### config.mk
export PLATFORM = sky130hd
export DESIGN_NAME = seg7_decode_flat
export DESIGN_NICKNAME = d
export VERILOG_FILES = /design/src/rtl/seg7_decode_if.sv /design/src/rtl/seg7_decode.sv /design/src/flat_wrapper.sv
export SDC_FILE = /design/constraint.sdc
export NUM_CORES = 1
export LEC_CHECK = 0
export BUFFER_PORTS_ARGS = -buffer_cell sky130_fd_sc_hd__buf_4
export CORE_MARGIN = 2
export CORE_UTILIZATION = 50
export DETAILED_ROUTE_END_ITERATION = 10
export GPL_ROUTABILITY_DRIVEN = 0
export PLACE_DENSITY = 0.7
export REMOVE_ABC_BUFFERS = 1
export SKIP_LAST_GASP = 1
export SLEW_MARGIN = 20
export SYNTH_ARGS = -nofsm -noshare
export SYNTH_HDL_FRONTEND = slang
export SYNTH_SLANG_ARGS = --single-unit
### constraint.sdc
create_clock -name clk -period 4.29 [get_ports clk]
set_input_delay 0.429 -clock clk [delete_from_list [all_inputs] [get_ports clk]]
set_output_delay 0.429 -clock clk [all_outputs]
set_load 0.03 [all_outputs]
### src/rtl/seg7_decode_if.sv
// rtl/seg7_decode_if.sv - decoded-value output handshake between seg7_decode and its consumer
//
// Signals:
//   out_valid  decoded event held in the producer's output register
//   out_ready  consumer accepts the held event this cycle
//   bcd        decoded value (0-7), meaningful when out_valid
//   err        with out_valid: the pattern was not a legal code
// Modports: master = producer (seg7_decode), slave = consumer.
interface seg7_decode_if;
  logic       out_valid;
  logic       out_ready;
  logic [2:0] bcd;
  logic       err;

  modport master (
    output out_valid,
    output bcd,
    output err,
    input  out_ready
  );

  modport slave (
    input  out_valid,
    input  bcd,
    input  err,
    output out_ready
  );
endinterface

### src/rtl/seg7_decode.sv
// rtl/seg7_decode.sv - recovers a 3-bit value from a debounced active-low 7-segment pattern
//
// Ports:
//   clk        system clock, rising edge
//   reset      synchronous active-low reset
//   leds       incoming segment pattern, active-low, bit0=seg a ... bit6=seg g
//   dec        master side of seg7_decode_if (out_valid/out_ready/bcd/err)
//   overflow   sticky: an event was dropped because the output register was full
//   err_count  saturating count of illegal-pattern events, dropped ones included
module seg7_decode #(
  parameter int STABLE_CYCLES = 4
) (
  input  logic                clk,
  input  logic                reset,
  input  logic [6:0]          leds,
  seg7_decode_if.master       dec,
  output logic                overflow,
  output logic [7:0]          err_count
);

  localparam logic [6:0] BLANK    = 7'b1111111;
  localparam logic [7:0] CNT_SAT  = 8'(STABLE_CYCLES);
  localparam logic [7:0] CNT_QUAL = 8'(STABLE_CYCLES - 1);

  logic [6:0] cur;
  logic [7:0] cnt;
  logic [6:0] last;
  logic       last_valid;

  logic       legal;
  logic [2:0] value;
  logic       qualify;
  logic       event_gen;
  logic       load;

  always_comb begin
    legal = 1'b1;
    value = 3'd0;
    case (cur)
      7'b1000000: value = 3'd0;
      7'b1111001: value = 3'd1;
      7'b0100100: value = 3'd2;
      7'b0110000: value = 3'd3;
      7'b0011001: value = 3'd4;
      7'b0010010: value = 3'd5;
      7'b0000010: value = 3'd6;
      7'b1111000: value = 3'd7;
      default:    legal = 1'b0;
    endcase
  end

  // The counter saturates at STABLE_CYCLES, so the qualify cycle (one below
  // saturation) is hit exactly once per settled pattern.
  always_comb begin
    qualify   = (leds == cur) && (cnt == CNT_QUAL);
    event_gen = qualify && (cur != BLANK) && !(last_valid && (last == cur));
    load      = event_gen && (!dec.out_valid || dec.out_ready);
  end

  always_ff @(posedge clk) begin
    if (!reset) begin
      cur           <= BLANK;
      cnt           <= 8'd0;
      last          <= BLANK;
      last_valid    <= 1'b0;
      dec.out_valid <= 1'b0;
      dec.bcd       <= 3'd0;
      dec.err       <= 1'b0;
      overflow      <= 1'b0;
      err_count     <= 8'd0;
    end else begin
      if (leds != cur) begin
        cur <= leds;
        cnt <= 8'd0;
      end else if (cnt < CNT_SAT) begin
        cnt <= cnt + 8'd1;
      end

      // A settled blank forgets the previous symbol so it can repeat.
      if (qualify) begin
        if (cur == BLANK) begin
          last_valid <= 1'b0;
        end else if (event_gen) begin
          last       <= cur;
          last_valid <= 1'b1;
        end
      end

      if (event_gen && !legal && (err_count != 8'hff)) begin
        err_count <= err_count + 8'd1;
      end

      if (event_gen) begin
        if (load) begin
          dec.out_valid <= 1'b1;
          dec.bcd       <= legal ? value : 3'd0;
          dec.err       <= !legal;
        end else begin
          overflow <= 1'b1;
        end
      end else if (dec.out_valid && dec.out_ready) begin
        dec.out_valid <= 1'b0;
      end
    end
  end

endmodule

### src/flat_wrapper.sv
// flat-port wrapper written by rule: the top's interface ports become plain ports
module seg7_decode_flat 
#(
  parameter int STABLE_CYCLES = 4
)
  (clk, reset, leds, overflow, err_count, dec_out_valid, dec_bcd, dec_err, dec_out_ready);
  seg7_decode_if dec_i ();
  input  logic clk;
  input  logic reset;
  input  logic [6:0] leds;
  output logic overflow;
  output logic [7:0] err_count;
  output wire logic [$bits(dec_i.out_valid)-1:0] dec_out_valid;
  output wire logic [$bits(dec_i.bcd)-1:0] dec_bcd;
  output wire logic [$bits(dec_i.err)-1:0] dec_err;
  input wire logic [$bits(dec_i.out_ready)-1:0] dec_out_ready;
  assign dec_out_valid = dec_i.out_valid;
  assign dec_bcd = dec_i.bcd;
  assign dec_err = dec_i.err;
  assign dec_i.out_ready = dec_out_ready;
  seg7_decode #(.STABLE_CYCLES(STABLE_CYCLES)) u_core (.clk(clk), .reset(reset), .leds(leds), .dec(dec_i), .overflow(overflow), .err_count(err_count));
endmodule
==> Word level (Yosys, flattened, before mapping) <==
Index checks and enable logic that the tools add are counted.
{ "totals": {"regBits": 37, "input_bits": 10, "out_inout_bits": 14, "word_cells": 60} }
{ "classes": {"add_sub_neg": 2, "order_cmp": 1, "n_eq_ne": 16, "mux": 8, "bitwise": 3, "n_reduce_logical": 21} }
{ "op_table": {"columns": ["op", "count"], "rows": [
  ["7-bit equality test (second input constant)", 4],
  ["3-bit one-hot mux with 7 select lines", 1],
  ["8-bit by 1-bit adder with 8-bit output (second input constant)", 2],
  ["7-bit by 5-bit equality test with 1-bit output (second input constant)", 2],
  ["7-bit by 6-bit equality test with 1-bit output (second input constant)", 2],
  ["7-bit equality test", 2],
  ["8-bit by 2-bit equality test with 1-bit output (second input constant)", 1],
  ["1-bit logical AND", 8],
  ["8-bit by 3-bit less-than comparator with 1-bit output (second input constant)", 1],
  ["8-bit != test (second input constant)", 1],
  ["2-bit AND reduction", 4],
  ["8-bit OR reduction", 1],
  ["7-bit by 2-bit equality test with 1-bit output (second input constant)", 1],
  ["7-bit != test", 1],
  ["7-bit != test (second input constant)", 1],
  ["1-bit two-way mux", 6],
  ["2-bit nonzero test", 2],
  ["1-bit logical NOT", 3],
  ["3-bit two-way mux", 1],
  ["1-bit NOT", 3],
  ["3-bit AND reduction", 1],
  ["2-bit != test (second input constant)", 1],
  ["2-bit OR reduction", 1],
  ["1-bit logical OR", 1]
]} }

==> Logic depth before layout (Yosys ltp) <==
Gate-level depths: netlist (run 1).
{ "logic_depth": {"depth_word": 7, "mapped_depth": 9, "ltp_nobuf": 6} }

==> Least setup slack after synthesis (run 1) <==
OpenSTA, ideal clock, no wires.
{ "synth_timing": {"kind": "flip-flop to flip-flop", "start": "reg u_core.cnt[7]", "end": "reg u_core.err_count[7]", "setup_time_ps": 115, "arrival_time_ps": 1684, "required_ps": 4175, "path_slack_ps": 2492, "stages_incl_launch_ff": 8, "path_buffers": 1, "period_less_slack_ps": 1798, "cell_sequence": "dfxtp_1 > nor4_4 > nand3_2 > nor3_4 > nand2_1 > buf_4 > o31a_1 > o21a_1"} }
{ "synth_between": {"elab_chain_cells": 6} }
{ "synth_rtl": {"columns": ["item", "line", "rtl"], "rows": [
  ["start: declaration", "seg7_decode.sv:26", "logic [7:0] cnt;"],
  ["start signal: assignment", "seg7_decode.sv:76", "cnt <= cnt + 8'd1;"],
  ["8-bit by 2-bit equality test with 1-bit output", "seg7_decode.sv:55", "qualify = (leds == cur) && (cnt == CNT_QUAL);"],
  ["1-bit logical AND", "seg7_decode.sv:55", null],
  ["1-bit logical AND (2 in series)", "seg7_decode.sv:56", "event_gen = qualify && (cur != BLANK) && !(last_valid && (last == cur));"],
  ["1-bit logical AND (2 in series)", "seg7_decode.sv:89", "if (event_gen && !legal && (err_count != 8'hff)) begin"],
  ["end signal: assignment", "seg7_decode.sv:90", "err_count <= err_count + 8'd1;"],
  ["end: declaration", "seg7_decode.sv:18", "output logic [7:0] err_count"]
]} }
Every way passes these cells.
A chain may end at the register's enable or synchronous reset.

==> Worst setup path after layout (run 1) <==
{ "layout_timing": {"start": "reg u_core.cur[2]", "end": "reg u_core.err_count[2]"} }
{ "layout_between": {"elab_chain_cells": 6, "elab_cells_between_ends": 21, "cone_classes": "11 x eq/ne; 1 x mux; 9 x reduce/logical"} }
{ "layout_rtl": {"columns": ["item", "line", "rtl"], "rows": [
  ["start: declaration", "seg7_decode.sv:25", "logic [6:0] cur;"],
  ["start signal: assignment", "seg7_decode.sv:73", "cur <= leds;"],
  ["7-bit equality test (tied with other cells)", "seg7_decode.sv:39", "case (cur)"],
  ["8-bit OR reduction (no line) (tied with other cells)", null, null],
  ["1-bit two-way mux (tied with other cells)", "seg7_decode.sv:39", null],
  ["1-bit logical NOT / 1-bit logical AND (equally long branches)", "seg7_decode.sv:89, seg7_decode.sv:56", null],
  ["1-bit logical AND (*) (2 in series)", "seg7_decode.sv:89", null]
]} }
Mark *: on every way between the ends. The rest lies on a longest branch, timed or not.

==> results of run 1 <==
==> cell type report <==
type                    count  area [um^2]  share of cell area [%]
repair buffers             23        172.7                   8.477
flip-flops and latches     37        740.7                   36.36
clock buffers               6        41.29                   2.027
clock inverters             2        38.79                   1.904
inverters                   3        11.26                  0.5528
multi-input cells         152        974.7                   47.85
well taps                  46        57.56                   2.826
==> power by group <==
group          leakage (nW)  internal (W)  switching, W   total, W
combinational         0.449     0.0000201     0.0000184  0.0000385
sequential            0.300      0.000347     0.0000109   0.000358
clock                0.0424      0.000124      0.000118   0.000242
total                 0.792      0.000491      0.000147   0.000639
==> synth_stat cells (4+ instances only) <==
cell type / number
sky130_fd_sc_hd__dfxtp_1: 37
sky130_fd_sc_hd__nand2_1: 26
sky130_fd_sc_hd__nand3_1: 15
sky130_fd_sc_hd__xnor2_1: 15
sky130_fd_sc_hd__nand2b_1: 14
sky130_fd_sc_hd__a21oi_1: 10
sky130_fd_sc_hd__and2_1: 8
sky130_fd_sc_hd__mux2i_1: 7
sky130_fd_sc_hd__nand4_1: 7
sky130_fd_sc_hd__nor2_1: 7
sky130_fd_sc_hd__nor3_1: 6
sky130_fd_sc_hd__buf_4: 4
sky130_fd_sc_hd__buf_6: 4
==> logic make-up after synthesis <==
family / Yosys count / synth area share [%]
simple gates: 102 / 31.28
flops: 37 / 40.60
compound gates: 24 / 8.779
xor+xnor: 17 / 8.162
buf+inv: 16 / 5.966
mux: 7 / 3.841
fa+ha+maj: 2 / 1.372
==> how the worst min path moves through the flow <==
| stage | slack, ns | cells after the start | end |
|---|---|---|---|
| 2_1_floorplan | 0.43 | 1 | u_core.cnt[5]$_SDFFE_PP0N_ |
| 3_3_place_gp | 0.44 | 1 | u_core.cnt[6]$_SDFFE_PP0N_ |
| 3_5_place_dp | 0.45 | 1 | u_core.cnt[6]$_SDFFE_PP0N_ |
| 4_1_cts | 0.27 | 2 | u_core.cur[0]$_SDFFE_PN1P_ |
| 5_1_grt | 0.26 | 2 | u_core.cur[0]$_SDFFE_PN1P_ |
| 6_report | 0.28 | 2 | u_core.cur[0]$_SDFFE_PN1P_ |
==> through the flow <==
stage          utilization (%)  instances   power, W  hold slack (ns)
4_1_cts                  59.63        269  0.0006441           0.2679
2_1_floorplan                -        192  0.0003863           0.4305
6_report                 59.63        269  0.0006387           0.2820
5_1_grt                  59.63        269  0.0006683           0.2598
3_5_place_dp             57.29        261  0.0004038           0.4465
3_3_place_gp             57.29        261  0.0004021           0.4441
==> per-layer routing <==
metal  wire length [um]  track usage [%]  vias up  part of all wire, %
met1               1592            24.89      663                   45
met4                 93            10.37        0                  2.6
li1                   -                -      745                    -
met2               1663            30.86       46                   47
met3                201            5.634       12                  5.7
met5                  0                0        -                    0
==> sequential cells by signal, summed over array words and instances, names as in the netlist <==
register              cells
u_core.last_valid         1
u_core.err_count          8
u_core.dec.bcd            3
u_core.cur                7
u_core.overflow           1
u_core.dec.out_valid      1
u_core.last               7
u_core.cnt                8
u_core.dec.err            1
==> impl_results.md, run 1 <==
* Post-DRT Antenna Nets at 0
* Reported max-cap violation count at 0
* Max-slew headroom at 56.20%
* WP depth at 6
* Die footprint at 4147 um^2
* Effective utilization at floorplan at 53.41%
* Total number of yosys warnings at 0
* Largest stage delay on the critical path at 0.61 ns
* Top library cells by usage in the layout, fill and taps aside: 37 x sky130_fd_sc_hd__dfxtp_1, 26 x sky130_fd_sc_hd__nand2_1, 23 x sky130_fd_sc_hd__buf_4
* Vias/cell at 5.450
* Wire length per cell at 13.20 um
* Leakage dissipation at 0.7922 nW
* Gate Count Post-Synth at 205
* Highest attainable clock frequency at 414.3 MHz
* Placed cell area at 1957 um^2
* Reg2Reg Launch Point: u_core.cur[2]$_SDFFE_PN1P_
* Vias in the first global route at 1445
* Slew at the pin closest to its max-slew limit at 0.6554 ns
* Hold Startpoint: leds[0]
* Final hold violations at 0
* Chip height at 64.40 um
* Clock latency on the worst-skew pair at 0.34 ns
* End of the worst register-to-register path: u_core.err_count[2]$_SDFFE_PN0P_
* Number of diodes added for antenna fixing at 0
* Top-Level Pins at 24
* Ratio of total power to cell area at 313.6 nW/um^2
* Clk buf depth at 2
* Series of cell instances along the critical path: xnor2_1 -> nand3_1 -> nor3_4 -> nand2_1 -> or4_1 -> a21oi_1
* Post-route clock skew at 0.01531 ns
* CTS Root Buffer Type: sky130_fd_sc_hd__clkbuf_4
* Result of the run: finished clean
* Pins over their slew limit at 0
* Ys async rst share at 0%
* Critical path startpoint category: flip-flop
* Area leader, netlist: sky130_fd_sc_hd__dfxtp_1
* Critical path data required time at 4.57 ns
* Number of unique standard cell types used by synthesis at 42
* CTS Buf Count at 5
* Class of the tightest hold or removal check: primary input to flip-flop
* Die boundary width at 64.40 um
* Post-Route WL at 3.551 mm
* Total core area at 3416 um^2
* Layout cells sized above 1 at 15.70%
* Pin count of the biggest net entering global routing at 29
* Crit path to: u_core.err_count[2]$_SDFFE_PN0P_
* Row Count at 21
* Area delta synth->final at 11.66%
* Arrival time reported for the critical path endpoint at 2.70 ns
* Number of enable-type register cells in the synthesized netlist at 0
* I/O Buffers at 23
* Setup repair after global routing missed its margin: no
* Synth Flop Type: sky130_fd_sc_hd__dfxtp_1
* Total iterations of the first detailed-routing run at 4
* Antenna violations before repair at 0
* Worst slack at placement at 1.910 ns
* # DRC at 0
* Post-cts hold buffer count at 0
* Family with the most delay on the worst path: simple AND/OR/NAND/NOR gates
* Synthesized area per cell at 8.899 um^2
* Register-to-register path setup slack at 1.88 ns
* Fraction of the yosys area taken by sequential cells at 40.60%
* Finished layout cell area at 2037 um^2
* Most common library cell in the layout ignoring fill and taps: sky130_fd_sc_hd__dfxtp_1
* Filler cell count at 321
* # resized after CTS at 0
* Gr ovfl total at 0
* Sum Neg Setup Slack at 0 ns
* Finish-stage setup viols at 0
* Crit-path max FO at 22
* DPL Wire Length at 2.556 mm
* Top area cells in the synthesized netlist: sky130_fd_sc_hd__dfxtp_1 41%, sky130_fd_sc_hd__xnor2_1 7.2%, sky130_fd_sc_hd__nand2_1 5.3%, sky130_fd_sc_hd__nand2b_1 4.8%, sky130_fd_sc_hd__nand3_1 4.1%
* Worst IR Drop VDD at 0.0002261 V
* Endpoint type of the worst setup path: flip-flop
* Summed instance area of the synthesized netlist at 1824 um^2
* Timing startpoint of the critical path: u_core.cur[2]$_SDFFE_PN1P_
* Buffer and inverter count on the worst path at 0
* Slowest library cell on the worst path: sky130_fd_sc_hd__or4_1
* Setup WS post-layout at 1.876 ns
* Vias after detailed routing at 1466
* Wire length of the first global-routing pass at 6.410 mm
* Number of buffers added for setup after CTS at 0
* Final critical delay including setup and external delays at 2.414 ns
* Number of nets in the final layout at 234
* Register bit count reported by yosys at 37
* Area share of the leading cell type in the synthesized netlist at 40.60%
* # H-tree levels at 2
* All-Layer GR Usage at 19.84%
* Kind of critical path: flip-flop to flip-flop
* Final clock period utilization by the worst path at 56.26%
* Clock Pin Slew Worst Setup and Hold Paths at 0.12 ns
* Violation count after the first detailed-route iteration at 68
* TritonCTS clock tree: done
* Clock sink count at 37
* R2R depth at 6
Power figures use the tool's default switching activity.
==> run 2: changes to the inputs <==
Clock period 4.29 ns to 2.3 ns, I/O delays scaled along.
==> impl_results.md, run 2 (same netlist as run 1, synthesis figures left out) <==
* Total iterations of the first detailed-routing run at 4
* Vias/cell at 5.424
* Wire length per cell at 12.99 um
* Setup repair after global routing missed its margin: no
* Die boundary width at 64.40 um
* Hold Startpoint: leds[3]
* DPL Wire Length at 2.589 mm
* Sequential cell fraction of total power at 58.2%
* Series of cell instances along the critical path: or3b_1 -> a2111oi_2 -> a21oi_1 -> or3_1 -> a21oi_1
* Pins over their slew limit at 0
* Chip height at 64.40 um
* Slew at the pin closest to its max-slew limit at 0.6286 ns
* Gr ovfl total at 0
* Post-cts hold buffer count at 0
* Area used by multi-input combinational logic at 974.7 um^2
* Kind of critical path: flip-flop to flip-flop
* Power spent charging and discharging nets at 0.0002687 W
* Largest registers: u_core.cnt (8), u_core.err_count (8)
* Buffer and inverter count on the worst path at 0
* Pin count of the biggest net entering global routing at 29
* Final clock period utilization by the worst path at 87.50%
* Vias after detailed routing at 1497
* Sum Neg Setup Slack at 0 ns
* Final critical delay including setup and external delays at 2.013 ns
* Total core area at 3416 um^2
* Ratio of total power to cell area at 545.8 nW/um^2
* Largest stage delay on the critical path at 0.53 ns
* Effective utilization at floorplan at 53.41%
* Clock latency on the worst-skew pair at 0.35 ns
* # resized after CTS at 0
* Antenna violations before repair at 0
* Seq. cell area at 740.7 um^2
* Top library cells by usage in the layout, fill and taps aside: 37 x sky130_fd_sc_hd__dfxtp_1, 30 x sky130_fd_sc_hd__buf_4, 26 x sky130_fd_sc_hd__nand2_1
* Most frequent cell on the critical path: sky130_fd_sc_hd__a21oi_1
* Final core occ at 60.88%
* Family with the most delay on the worst path: simple AND/OR/NAND/NOR gates
* Top-Level Pins at 24
* # H-tree levels at 2
* I/O Buffers at 23
* TritonCTS clock tree: done
* # DRC at 0
* Critical path startpoint category: flip-flop
* Post-DRT Antenna Nets at 0
* Wire length of the first global-routing pass at 6.320 mm
* Row Count at 21
* Met1 Track Usage GR at 23.77%
* Slowest library cell on the worst path: sky130_fd_sc_hd__dfxtp_1
* Highest attainable clock frequency at 496.9 MHz
* Worst IR Drop VDD at 0.0002975 V
* Proportion of total power due to net switching at 23.67%
* Filler cell count at 307
* Post-route clock skew at 0.01019 ns
* Vias in the first global route at 1446
* Endpoint type of the worst setup path: flip-flop
* All-Layer GR Usage at 19.13%
* Internal power consumption at 0.0008663 W
* Finish-stage setup viols at 0
* Met2 GRT Util at 31.77%
* Clk pwr share at 34.4%
* Number of diodes added for antenna fixing at 0
* Timing startpoint of the critical path: u_core.cur[0]$_SDFFE_PN1P_
* Crit-path max FO at 9
* Most heavily used metal layer in global routing: met2
* Clk buf depth at 2
* Area delta synth->final at 13.99%
* Post-Route WL at 3.586 mm
* Violation count after the first detailed-route iteration at 38
* Arrival time reported for the critical path endpoint at 2.29 ns
* Die footprint at 4147 um^2
* CTS Buf Count at 5
* Most common library cell in the layout ignoring fill and taps: sky130_fd_sc_hd__dfxtp_1
* CTS Root Buffer Type: sky130_fd_sc_hd__clkbuf_4
* Combinational share of power at 7.4%
* Result of the run: finished clean
* Routing usage on met3 at 4.754%
* Reg2Reg Launch Point: u_core.cur[0]$_SDFFE_PN1P_
* Clock Pin Slew Worst Setup and Hold Paths at 0.11 ns
* Max-slew headroom at 57.77%
* Final hold violations at 0
* Clock sink count at 37
* Reported max-cap violation count at 0
* Layout cells sized above 1 at 18.70%
* Class of the tightest hold or removal check: primary input to flip-flop
* Leakage dissipation at 0.8230 nW
* Number of nets in the final layout at 241
* Number of buffers added for setup after CTS at 0
* Critical path data required time at 2.58 ns
[run 2: cell count changes in the layout (fill, tap and decap cells not counted)]
cell | before | now
sky130_fd_sc_hd__clkbuf_8 | 0 | 2
sky130_fd_sc_hd__bufinv_16 | 1 | 0
sky130_fd_sc_hd__buf_4 | 23 | 30
sky130_fd_sc_hd__clkinv_4 | 1 | 0
sky130_fd_sc_hd__clkbuf_1 | 1 | 0
sky130_fd_sc_hd__clkinv_2 | 0 | 1
[run 2: power groups by stage]
stage / combinational, W / clock [W] / sequential [W]
after floorplan: 0.0000443 / 0 / 0.000676
after global placement: 0.0000820 / 0 / 0.000674
after detailed placement: 0.0000835 / 0 / 0.000675
after CTS: 0.0000839 / 0.000395 / 0.000660
after global routing: 0.0000924 / 0.000427 / 0.000663
final: 0.0000842 / 0.000390 / 0.000661
[run 2: per-stage QoR]
stage	worst slack (ns)	cells	total power, W	hold slack (ns)	area, um^2
2_1_floorplan	0.2663	192	0.0007205	0.3018	1727
3_3_place_gp	0.3437	268	0.0007564	0.4281	2009
3_5_place_dp	0.3065	268	0.0007581	0.4358	2009
4_1_cts	0.2789	276	0.001140	0.07607	2079
5_1_grt	0.1124	276	0.001182	0.07112	2079
6_report	0.2875	276	0.001135	0.07847	2079
[run 2: cell type report]
cell class                 instances  area share (%)
multi-input combinational        152           46.87
sequential                        37           35.62
timing repair buffer              30           10.83
clock buffer                       7           3.129
tap                               46           2.768
inverter                           3          0.5415
clock inverter                     1          0.2407
[run 2: path summary, 6_finish.rpt]
path / depth (start not counted) / to / slack (ns)
setup / recovery: 5 / u_core.dec.bcd[2]$_SDFFE_PN0P_ / 0.29
hold / removal: 2 / u_core.cur[3]$_SDFFE_PN1P_ / 0.08
setup reg to reg: 5 / u_core.dec.bcd[2]$_SDFFE_PN0P_ / 0.29
hold reg to reg: 1 / u_core.cnt[6]$_SDFFE_PP0N_ / 0.47
[run 2: layer usage]
| metal | part of all wire (%) | vias to the layer above | wire, um |
|---|---|---|---|
| met5 | 0 | - | 0 |
| met1 | 47 | 701 | 1699 |
| met2 | 46 | 38 | 1647 |
| met3 | 4.9 | 8 | 176 |
| li1 | - | 750 | - |
| met4 | 1.8 | 0 | 63 |
[run 2: worst reg2reg max path, cell delays in order (launching register included)]
cell and delay (ns):
sky130_fd_sc_hd__dfxtp_1 0.53, sky130_fd_sc_hd__or3b_1 0.40, sky130_fd_sc_hd__a2111oi_2 0.37, sky130_fd_sc_hd__a21oi_1 0.14, sky130_fd_sc_hd__or3_1 0.38, sky130_fd_sc_hd__a21oi_1 0.12
